===== src/rtl/serializer_stream.sv =====
// Parallel-to-serial stream converter: one LANES x WIDTH beat in, words out lane 0 first.
// Ports: CLK, RESET (async, high), IN_DATA/IN_COUNT/IN_VALID/IN_READY beat side,
// OUT_DATA/OUT_VALID/OUT_READY word side; OUT_LAST when SERIALIZER_STREAM_LAST_EN is defined.
module serializer_stream #(
  parameter int WIDTH = 16,
  parameter int LANES = 4,
  parameter int CNT_W = $clog2(LANES+1)
) (
  input  logic               CLK,
  input  logic               RESET,
  input  logic [LANES*WIDTH-1:0] IN_DATA,
  input  logic [CNT_W-1:0]   IN_COUNT,
  input  logic               IN_VALID,
  output logic               IN_READY,
  output logic [WIDTH-1:0]   OUT_DATA,
  output logic               OUT_VALID,
  input  logic               OUT_READY
`ifdef SERIALIZER_STREAM_LAST_EN
  ,
  output logic               OUT_LAST
`endif
);

  typedef enum logic {
    IDLE,
    SHIFT
  } state_t;

  state_t           r_state;
  state_t           w_state_n;
  logic [WIDTH-1:0] r_buf [LANES];
  logic [CNT_W-1:0] r_cnt;
  logic [CNT_W-1:0] r_idx;
  logic [CNT_W-1:0] w_cnt_n;
  logic [CNT_W-1:0] w_idx_n;
  logic [CNT_W-1:0] w_eff;
  logic             w_last;
  logic             w_out_hs;
  logic             w_in_hs;

  assign w_last    = (r_idx == r_cnt - CNT_W'(1));
  assign OUT_VALID = (r_state == SHIFT);
  assign w_out_hs  = OUT_VALID & OUT_READY;
  // Final word leaving frees the buffer in the same cycle: no bubble.
  assign IN_READY  = (r_state == IDLE) | (w_out_hs & w_last);
  assign w_in_hs   = IN_VALID & IN_READY;

`ifdef SERIALIZER_STREAM_LAST_EN
  assign OUT_LAST  = OUT_VALID & w_last;
`endif

  // Zero or out-of-range counts mean a full beat.
  always_comb begin
    w_eff = CNT_W'(LANES);
    if (IN_COUNT != '0 && IN_COUNT <= CNT_W'(LANES))
      w_eff = IN_COUNT;
  end

  // idx parks on the last word when idle, so OUT_DATA keeps it.
  always_comb begin
    OUT_DATA = '0;
    for (int k = 0; k < LANES; k++)
      if (r_idx == CNT_W'(k))
        OUT_DATA = r_buf[k];
  end

  always_comb begin
    w_state_n = r_state;
    w_idx_n   = r_idx;
    w_cnt_n   = r_cnt;
    priority case (1'b1)
      w_in_hs: begin
        w_state_n = SHIFT;
        w_idx_n   = '0;
        w_cnt_n   = w_eff;
      end
      w_out_hs && w_last: w_state_n = IDLE;
      w_out_hs: w_idx_n = r_idx + CNT_W'(1);
      default: ;
    endcase
  end

  always_ff @(posedge CLK or posedge RESET) begin
    if (RESET) begin
      r_state <= IDLE;
      r_idx   <= '0;
      r_cnt   <= '0;
      for (int k = 0; k < LANES; k++)
        r_buf[k] <= '0;
    end else begin
      r_state <= w_state_n;
      r_idx   <= w_idx_n;
      r_cnt   <= w_cnt_n;
      if (w_in_hs)
        for (int k = 0; k < LANES; k++)
          r_buf[k] <= IN_DATA[k*WIDTH +: WIDTH];
    end
  end

endmodule


===== config.mk =====
export PLATFORM = sky130hd
export DESIGN_NAME = serializer_stream
export DESIGN_NICKNAME = d
export VERILOG_FILES = /design/src/rtl/serializer_stream.sv
export SDC_FILE = /design/constraint.sdc
export NUM_CORES = 1
export LEC_CHECK = 0
export CORE_MARGIN = 2
export CORE_UTILIZATION = 40
export CTS_CLUSTER_DIAMETER = 150
export DETAILED_ROUTE_END_ITERATION = 6
export PLACE_DENSITY = 0.67
export SETUP_SLACK_MARGIN = 0.4
export SYNTH_ARGS = -nofsm -noshare
export SYNTH_HDL_FRONTEND = slang
export SYNTH_SLANG_ARGS = --single-unit

===== constraint.sdc =====
create_clock -name CLK -period 2.4 [get_ports CLK]
set_input_delay 0.72 -clock CLK [delete_from_list [all_inputs] [get_ports CLK]]
set_output_delay 0.72 -clock CLK [all_outputs]
set_load 0.1 [all_outputs]

# Word level (Yosys, flattened, before mapping)
# Cells that the tools add are included.
[classes]
n_mux = 10
order_cmp = 1
eq_ne = 5
bitwise = 5
n_addsub = 2
n_reduce_logical = 7
[ops]
columns = ["cell", "count"]
rows = [
  ["16-bit 2-to-1 mux", 4],
  ["3-bit 2-to-1 mux", 4],
  ["3-bit by 2-bit == test with 1-bit output, second input constant", 2],
  ["2-bit nonzero test", 2],
  ["3-bit by 1-bit adder with 3-bit output, second input constant", 1],
  ["1-bit bitwise AND", 3],
  ["3-bit by 1-bit == test with 1-bit output, second input constant", 1],
  ["3-bit == test", 1],
  ["3-bit less-or-equal comparator, second input constant", 1],
  ["3-bit logical NOT", 1],
  ["3-bit nonzero test", 1],
  ["3-bit by 1-bit subtractor with 3-bit output, second input constant", 1],
  ["1-bit logical AND", 2],
  ["1-bit 2-to-1 mux", 2],
  ["2-bit inequality test, second input constant", 1],
  ["2-bit AND reduction", 1],
  ["1-bit NOT", 1],
  ["1-bit bitwise OR", 1],
]
[word_totals]
elab_cells = 37
out_inout_bits = 18
in_bits = 71
regBits = 71

# Depth between registers and ports, before layout
# Gate-level depths: netlist of the first run.
[depth]
word_depth = 7
mapped_depth = 8
mapped_depth_nobuf = 6

# Worst setup path after synthesis of the first run
# OpenSTA, ideal clock, no wires.
[synth_timing]
path_type = "register to output"
start = "register r_idx[1]"
end = "output port OUT_DATA[10]"
required_ns = 1.680
path_stages_with_launch = 8
path_slack_ns = -2.048
t_arrival_ns = 3.728
path_cell_list = "dfrtp_1 inv_1 ha_1 nor3b_1 buf_2 a221o_1 o21ai_0 o21ai_0"
[synth_via]
elab_chain_len = 5
elab_cells_between_ends = 8
classes_between = "3 x eq/ne; 4 x mux; 1 x reduce/logical"
[synth_rtl]
columns = ["item", "line_no", "rtl"]
rows = [
  ["start, declared", "33", "logic [CNT_W-1:0] r_idx;"],
  ["start signal, assigned", "92", "r_idx <= w_idx_n;"],
  ["3-bit logical NOT", "63", "if (r_idx == CNT_W'(k))"],
  ["16-bit 2-to-1 mux (3 in series)", "63", ""],
  ["16-bit 2-to-1 mux *", "63", ""],
  ["end, declared", "15", "output logic [WIDTH-1:0] OUT_DATA,"],
]
# Every way passes the cells marked *; elsewhere a longest branch is shown, timed or not.

# Worst setup path after layout of the first run
[layout_timing]
start = "register r_idx[0]"
end = "output port OUT_DATA[3]"
# The elaborated chain is that of the path after synthesis.

==> flow_metrics.py, run 1 <==
metrics = {
    "route": {
        "vias_per_cell": 4.98,
        "routed_wl_mm": 8.92,
        "ant_nets": 0,
        "drt_pass1_iterations": 4,
        "wl_per_cell_um": 17.7,
        "drt_iter0_drc": 83,
        "dr_total_vias": 2516,
        "drc": 0,
    },
    "floorplanning": {
        "core_um2": 8680,
        "fp-row-count": 34,
        "die_y_um": 98.3,
        "start_util_pct": 41.0,
        "design.die.area_um2": 9660,
        "ios": 89,
        "die-width_um": 98.3,
    },
    "sta": {
        "fin_worst_skew_ps": 10.6,
        "setup_slack_ps": -350,
        "period_minus_slack_ps": 2750,
        "setup_violations": 25,
        "slew_headroom_pct": 67.9,
        "hold_violations": 0,
        "slew_viol_final": 0,
        "min_period_over_period_pct": 115,
        "rsz0062_at_grt": "yes",
        "worst_pin_slew_ps": 479,
        "fmax_mhz": 364,
    },
    "synthesis": {
        "synthDistinctLibCells": 23,
        "ys_seq_area_share_pct": 49.9,
        "ys.warnings.count": 0,
        "synth_seq_cells": 71,
        "netlist_instances": 257,
        "syn_avg_cell_area_um2": 13.8,
        "synth_area_um2": 3560,
        "synth_nets": 335,
    },
    "cts": {
        "clkTransAtPathRegs_ps": 80,
        "htree_levels": 3,
        "hold_buffers": 0,
        "cts_root_buf": "clkbuf_8",
        "cts_made_buffers": 9,
        "clock_latency_ps": 340,
        "cts_sinks": 71,
        "clockBufferDepth": 2,
        "cts_tree": "done",
    },
    "job": {
        "cap_violations": 0,
    },
    "setup_path": {
        "critPathCaptureType": "output pin",
        "crit_type": "reg2out",
        "arrival_ps": 2030,
        "cp_data_required_time_ps": 1680,
        "cp_max_fo": 9,
        "worst_setup_path_start_kind": "register",
    },
    "finish": {
        "fin_util_pct": 68.4,
        "drive_above_1_share_pct": 52.1,
        "nNetsFinal": 470,
        "num_antenna_cells": 0,
        "area_delta_synth_final_pct": 66.9,
    },
    "worst_hold_path": {
        "holdCritPathClass": "reg2reg",
    },
    "grt": {
        "grt_pass1_vias": 2746,
        "antenna_found_initial": 0,
        "track_usage_pct": 19.4,
        "grt_overflow": 0,
        "grt_max_degree": 27,
        "grt_pass1_wl_mm": 14.6,
    },
    "placed_design": {
        "port_buffers": 88,
        "place.gp.congestion": 0.695,
        "pre_cts_slack_ps": -276,
        "dp_hpwl_mm": 6.13,
    },
    "run_status": {
        "violations": "setup timing",
        "status": "complete, but fails checks",
    },
}
path summary, 6_finish.rpt:
path / endpoint / depth (start not counted) / start / slack, ps
worst min-delay path: r_buf[6]$_DFFE_PP0P_ / 1 / r_buf[6]$_DFFE_PP0P_ / 510
worst max-delay path: OUT_DATA[3] / 8 / r_idx[0]$_DFFE_PP0P_ / -350
min in group asynchronous: r_buf[36]$_DFFE_PP0P_ / 2 / RESET / 720
worst min register to register: r_buf[6]$_DFFE_PP0P_ / 1 / r_buf[6]$_DFFE_PP0P_ / 510
worst max register to register: r_buf[2]$_DFFE_PP0P_ / 12 / r_cnt[0]$_DFFE_PP0P_ / -10
max in group asynchronous: r_buf[27]$_DFFE_PP0P_ / 3 / RESET / 1170
Yosys cell counts (all sizes together):
| cell | n | area, um2 |
|---|---|---|
| a211oi | 1 | 7.51 |
| a221o | 16 | 160 |
| a31oi | 1 | 6.26 |
| a41oi | 1 | 16.3 |
| buf | 9 | 95.1 |
| clkbuf | 8 | 30.0 |
| dfrtp | 71 | 1780 |
| ha | 7 | 87.6 |
| inv | 10 | 37.5 |
| mux2 | 64 | 961 |
| mux2i | 4 | 40.0 |
| nand2 | 18 | 67.6 |
| nand2b | 2 | 12.5 |
| nor2 | 3 | 11.3 |
| nor2b | 3 | 18.8 |
| nor3b | 1 | 7.51 |
| o21ai | 32 | 160 |
| or2 | 2 | 12.5 |
| xnor2 | 1 | 8.76 |
| xnor3 | 1 | 22.5 |
| xor2 | 2 | 17.5 |
placed cells by master, fill, tap and decap left out, types with 2 or more instances in the layout:
cell type and instances:
ha_4 4, nand2b_1 2, dfrtp_1 70, o21ai_2 16
clkbuf_8 9, buf_4 15, mux2i_1 4, nor2_2 2
inv_1 5, nor2b_4 3, clkdlybuf4s50_1 70, nand2_1 17
buf_16 5, buf_6 19, a221o_1 16, or2_2 2
mux2_4 64, clkinvlp_4 4, o21ai_4 16, ha_1 2
buf_12 31, clkinv_2 2, inv_2 3
final cells by class:
cell class / count / area, um2
Sequential cell: 71 / 1780
Timing Repair Buffer: 141 / 1800
Multi-Input combinational cell: 159 / 1980
Fill cell: 644 / 2740
Tap cell: 108 / 135
Clock buffer: 9 / 124
Clock inverter: 7 / 72.6
Inverter: 10 / 45.0
critical path, stage by stage (launching register included):
cell     delay, ps
dfrtp_1        400
buf_6          130
ha_4           160
nor3b_4        210
buf_6          170
a221o_1        180
o21ai_2         80
o21ai_4        170
buf_12         200
sequential cells by signal, summed over array words and instances (netlist names):
name       flops
OUT_VALID      1
r_buf         64
r_idx          3
r_cnt          3
what timing repair did:
action,in CTS,in global routing
setup buffers,17,3
endpoints found under the setup margin,84,87
cloned,7,0
gates resized for setup,50,4
pin swaps,15,4
per-layer routing:
layer / wire [um] / track usage (%) / up-vias
met1: 4120 / 26.3 / 1239
met5: 0 / 0 / -
met4: 102 / 4.32 / 0
li1: - / - / 1200
met3: 399 / 4.87 / 10
met2: 4290 / 31.8 / 67
stage by stage:
step	hold WS [ps]	cells	area (um2)	setup TNS, ps
final	511	505	5940	-5260
after global routing	529	505	5940	-11280
after CTS	515	502	5890	-5400
after detailed placement	493	462	5190	-7860
after global placement	495	462	5190	-6290
after floorplan	482	257	3830	-2830
cells by family after synthesis:
group	synth area share (%)
buffers and inverters	4.57
AO/OA/AOI/OAI	9.85
adder cells (fa/ha/maj)	2.46
XOR/XNOR	1.37
multiplexers	28.1
flip-flops	49.9
AND/OR/NAND/NOR	3.66
Power of run 1 is left out: the tool's default activity adds up to more than one toggle a clock period on the data nets, which glitch-free logic cannot reach.
==> run 2: changes to the inputs <==
--- a/config.mk
+++ b/config.mk
@@ -5,9 +5,10 @@
 export SDC_FILE = /design/constraint.sdc
 export NUM_CORES = 1
 export LEC_CHECK = 0
-export CORE_MARGIN = 2
+export ABC_CLOCK_PERIOD_IN_PS = 2400
 export CORE_UTILIZATION = 40
 export CTS_CLUSTER_DIAMETER = 150
+export CTS_CLUSTER_SIZE = 14
 export DETAILED_ROUTE_END_ITERATION = 6
 export PLACE_DENSITY = 0.67
 export SETUP_SLACK_MARGIN = 0.4
==> flow_metrics.py, run 2 (synthesis gave the netlist of run 1 again) <==
metrics = {
    "run_status": {
        "status": "complete, but fails checks",
        "violations": "setup timing",
    },
    "sta": {
        "rsz0062_at_grt": "yes",
        "fin_worst_skew_ps": 9.22,
        "worst_pin_slew_ps": 524,
        "period_minus_slack_ps": 2790,
        "min_period_over_period_pct": 116,
        "slew_viol_final": 0,
        "setup_slack_ps": -385,
        "hold_violations": 0,
        "fmax_mhz": 359,
        "slew_headroom_pct": 64.9,
        "setup_violations": 17,
    },
    "grt": {
        "grt_overflow": 0,
        "antenna_found_initial": 0,
        "grt_pass1_wl_mm": 13.9,
        "track_usage_pct": 20.8,
        "grt_max_degree": 29,
        "grt_pass1_vias": 2531,
    },
    "setup_path": {
        "critPathCaptureType": "output pin",
        "worstSetupEndpoint": "OUT_DATA[0]",
        "cp-startpoint": "r_idx[0]$_DFFE_PP0P_",
        "crit_type": "reg2out",
        "reg2reg_depth": 9,
        "r2r_start": "r_cnt[0]$_DFFE_PP0P_",
        "ff2ff_setup_slack_ps": 170,
        "worst_setup_path_start_kind": "register",
        "cp_max_fo": 4,
        "reg2reg_to": "r_buf[30]$_DFFE_PP0P_",
        "cp_data_required_time_ps": 1680,
        "arrival_ps": 2070,
    },
    "route": {
        "dr_total_vias": 2464,
        "vias_per_cell": 5.00,
        "drt_pass1_iterations": 4,
        "drc": 0,
        "drt_iter0_drc": 98,
        "routed_wl_mm": 8.96,
        "ant_nets": 0,
        "wl_per_cell_um": 18.2,
    },
    "floorplanning": {
        "ios": 89,
        "start_util_pct": 41.0,
        "design.die.area_um2": 9270,
        "die-width_um": 96.3,
        "die_y_um": 96.3,
        "fp-row-count": 34,
        "core_um2": 8680,
    },
    "cts": {
        "htree_levels": 3,
        "clock_latency_ps": 350,
        "cts_tree": "done",
        "cts_made_buffers": 9,
        "cts_root_buf": "clkbuf_8",
        "clkTransAtPathRegs_ps": 80,
        "clockBufferDepth": 2,
        "cts_sinks": 71,
    },
    "placed_design": {
        "dp.cells": 455,
        "place.gp.congestion": 0.738,
        "dp_hpwl_mm": 5.84,
        "port_buffers": 88,
        "pre_cts_slack_ps": -255,
    },
    "finish": {
        "largest_register": "r_buf",
        "finalNonFillerCells": 493,
        "drive_above_1_share_pct": 49.1,
        "largestRegisters": "r_buf (64), r_cnt (3), r_idx (3)",
        "num_antenna_cells": 0,
        "area_delta_synth_final_pct": 62.4,
        "final_cell_mix": "clkdlybuf4s50_1, dfrtp_1, mux2_4, buf_12, nand2_1",
        "nNetsFinal": 458,
        "largest_reg_flops": 64,
    },
    "worst_hold_path": {
        "holdCritPathClass": "reg2reg",
    },
    "job": {
        "cap_violations": 0,
    },
}
[run 2: cell types whose count changed in the layout (fill, tap and decap cells not counted), moves of 2 or more]
cell	previous run	this run
buf_6	19	6
buf_4	15	17
nor2_1	1	3
nor2_2	2	0
buf_12	31	29
ha_1	2	4
clkinv_4	1	3
ha_4	4	2
[run 2: routing by layer]
| metal | share of wire, % | up-vias | global-route usage (%) | wire length [um] |
|---|---|---|---|---|
| li1 | - | 1168 | - | - |
| met1 | 48 | 1222 | 30.2 | 4300 |
| met2 | 47 | 66 | 30.9 | 4180 |
| met3 | 4.5 | 8 | 4.58 | 402 |
| met4 | 0.97 | 0 | 6.37 | 87 |
| met5 | 0 | - | 0 | 0 |
[run 2: stage by stage]
stage               util [%]  hold WS, ps  cell area (um2)  setup TNS, ps
floorplan                  -          482             3830          -2830
global placement        58.7          492             5090          -9890
detailed placement      58.7          493             5090         -11890
CTS                     65.4          516             5680          -5850
global route            66.6          528             5780          -7980
finish                  66.6          514             5780          -5830
[run 2: worst min-delay path by stage]
| stage | startpoint | end | depth (start not counted) |
|---|---|---|---|
| after global placement | r_buf[5]$_DFFE_PP0P_ | r_buf[5]$_DFFE_PP0P_ | 1 |
| final | r_buf[4]$_DFFE_PP0P_ | r_buf[4]$_DFFE_PP0P_ | 1 |
| after CTS | r_buf[9]$_DFFE_PP0P_ | r_buf[9]$_DFFE_PP0P_ | 1 |
| after global routing | r_buf[3]$_DFFE_PP0P_ | r_buf[3]$_DFFE_PP0P_ | 1 |
| after detailed placement | r_buf[17]$_DFFE_PP0P_ | r_buf[17]$_DFFE_PP0P_ | 1 |
| after floorplan | r_buf[0]$_DFFE_PP0P_ | r_buf[0]$_DFFE_PP0P_ | 1 |
[run 2: cell type report]
cell class	instances	area, um2
fill	647	2900
multi-input combinational	159	1960
sequential	71	1780
timing repair buffer	129	1660
tap	108	135
clock buffer	9	124
clock inverter	7	73.8
inverter	10	45.0
[run 2: worst max-delay path: stages (launching register included)]
cell and delay [ps]:
dfrtp_1 380, inv_1 90, buf_4 120, ha_1 180
nor2b_4 210, buf_4 160, a221o_1 150, o21ai_2 80
o21ai_4 170, buf_12 190
[run 2: repair_timing]
| action | 4_1_cts | 5_1_grt |
|---|---|---|
| gates resized for setup | 27 | 9 |
| pin swaps | 2 | 3 |
| hold buffers | 0 | 0 |
| buffers inserted | 12 | 2 |
| cloned | 6 | 2 |
| setup endpoints to repair | 86 | 87 |
| hold endpoints to repair | 0 | 0 |
Power of run 2 is left out for the same reason.
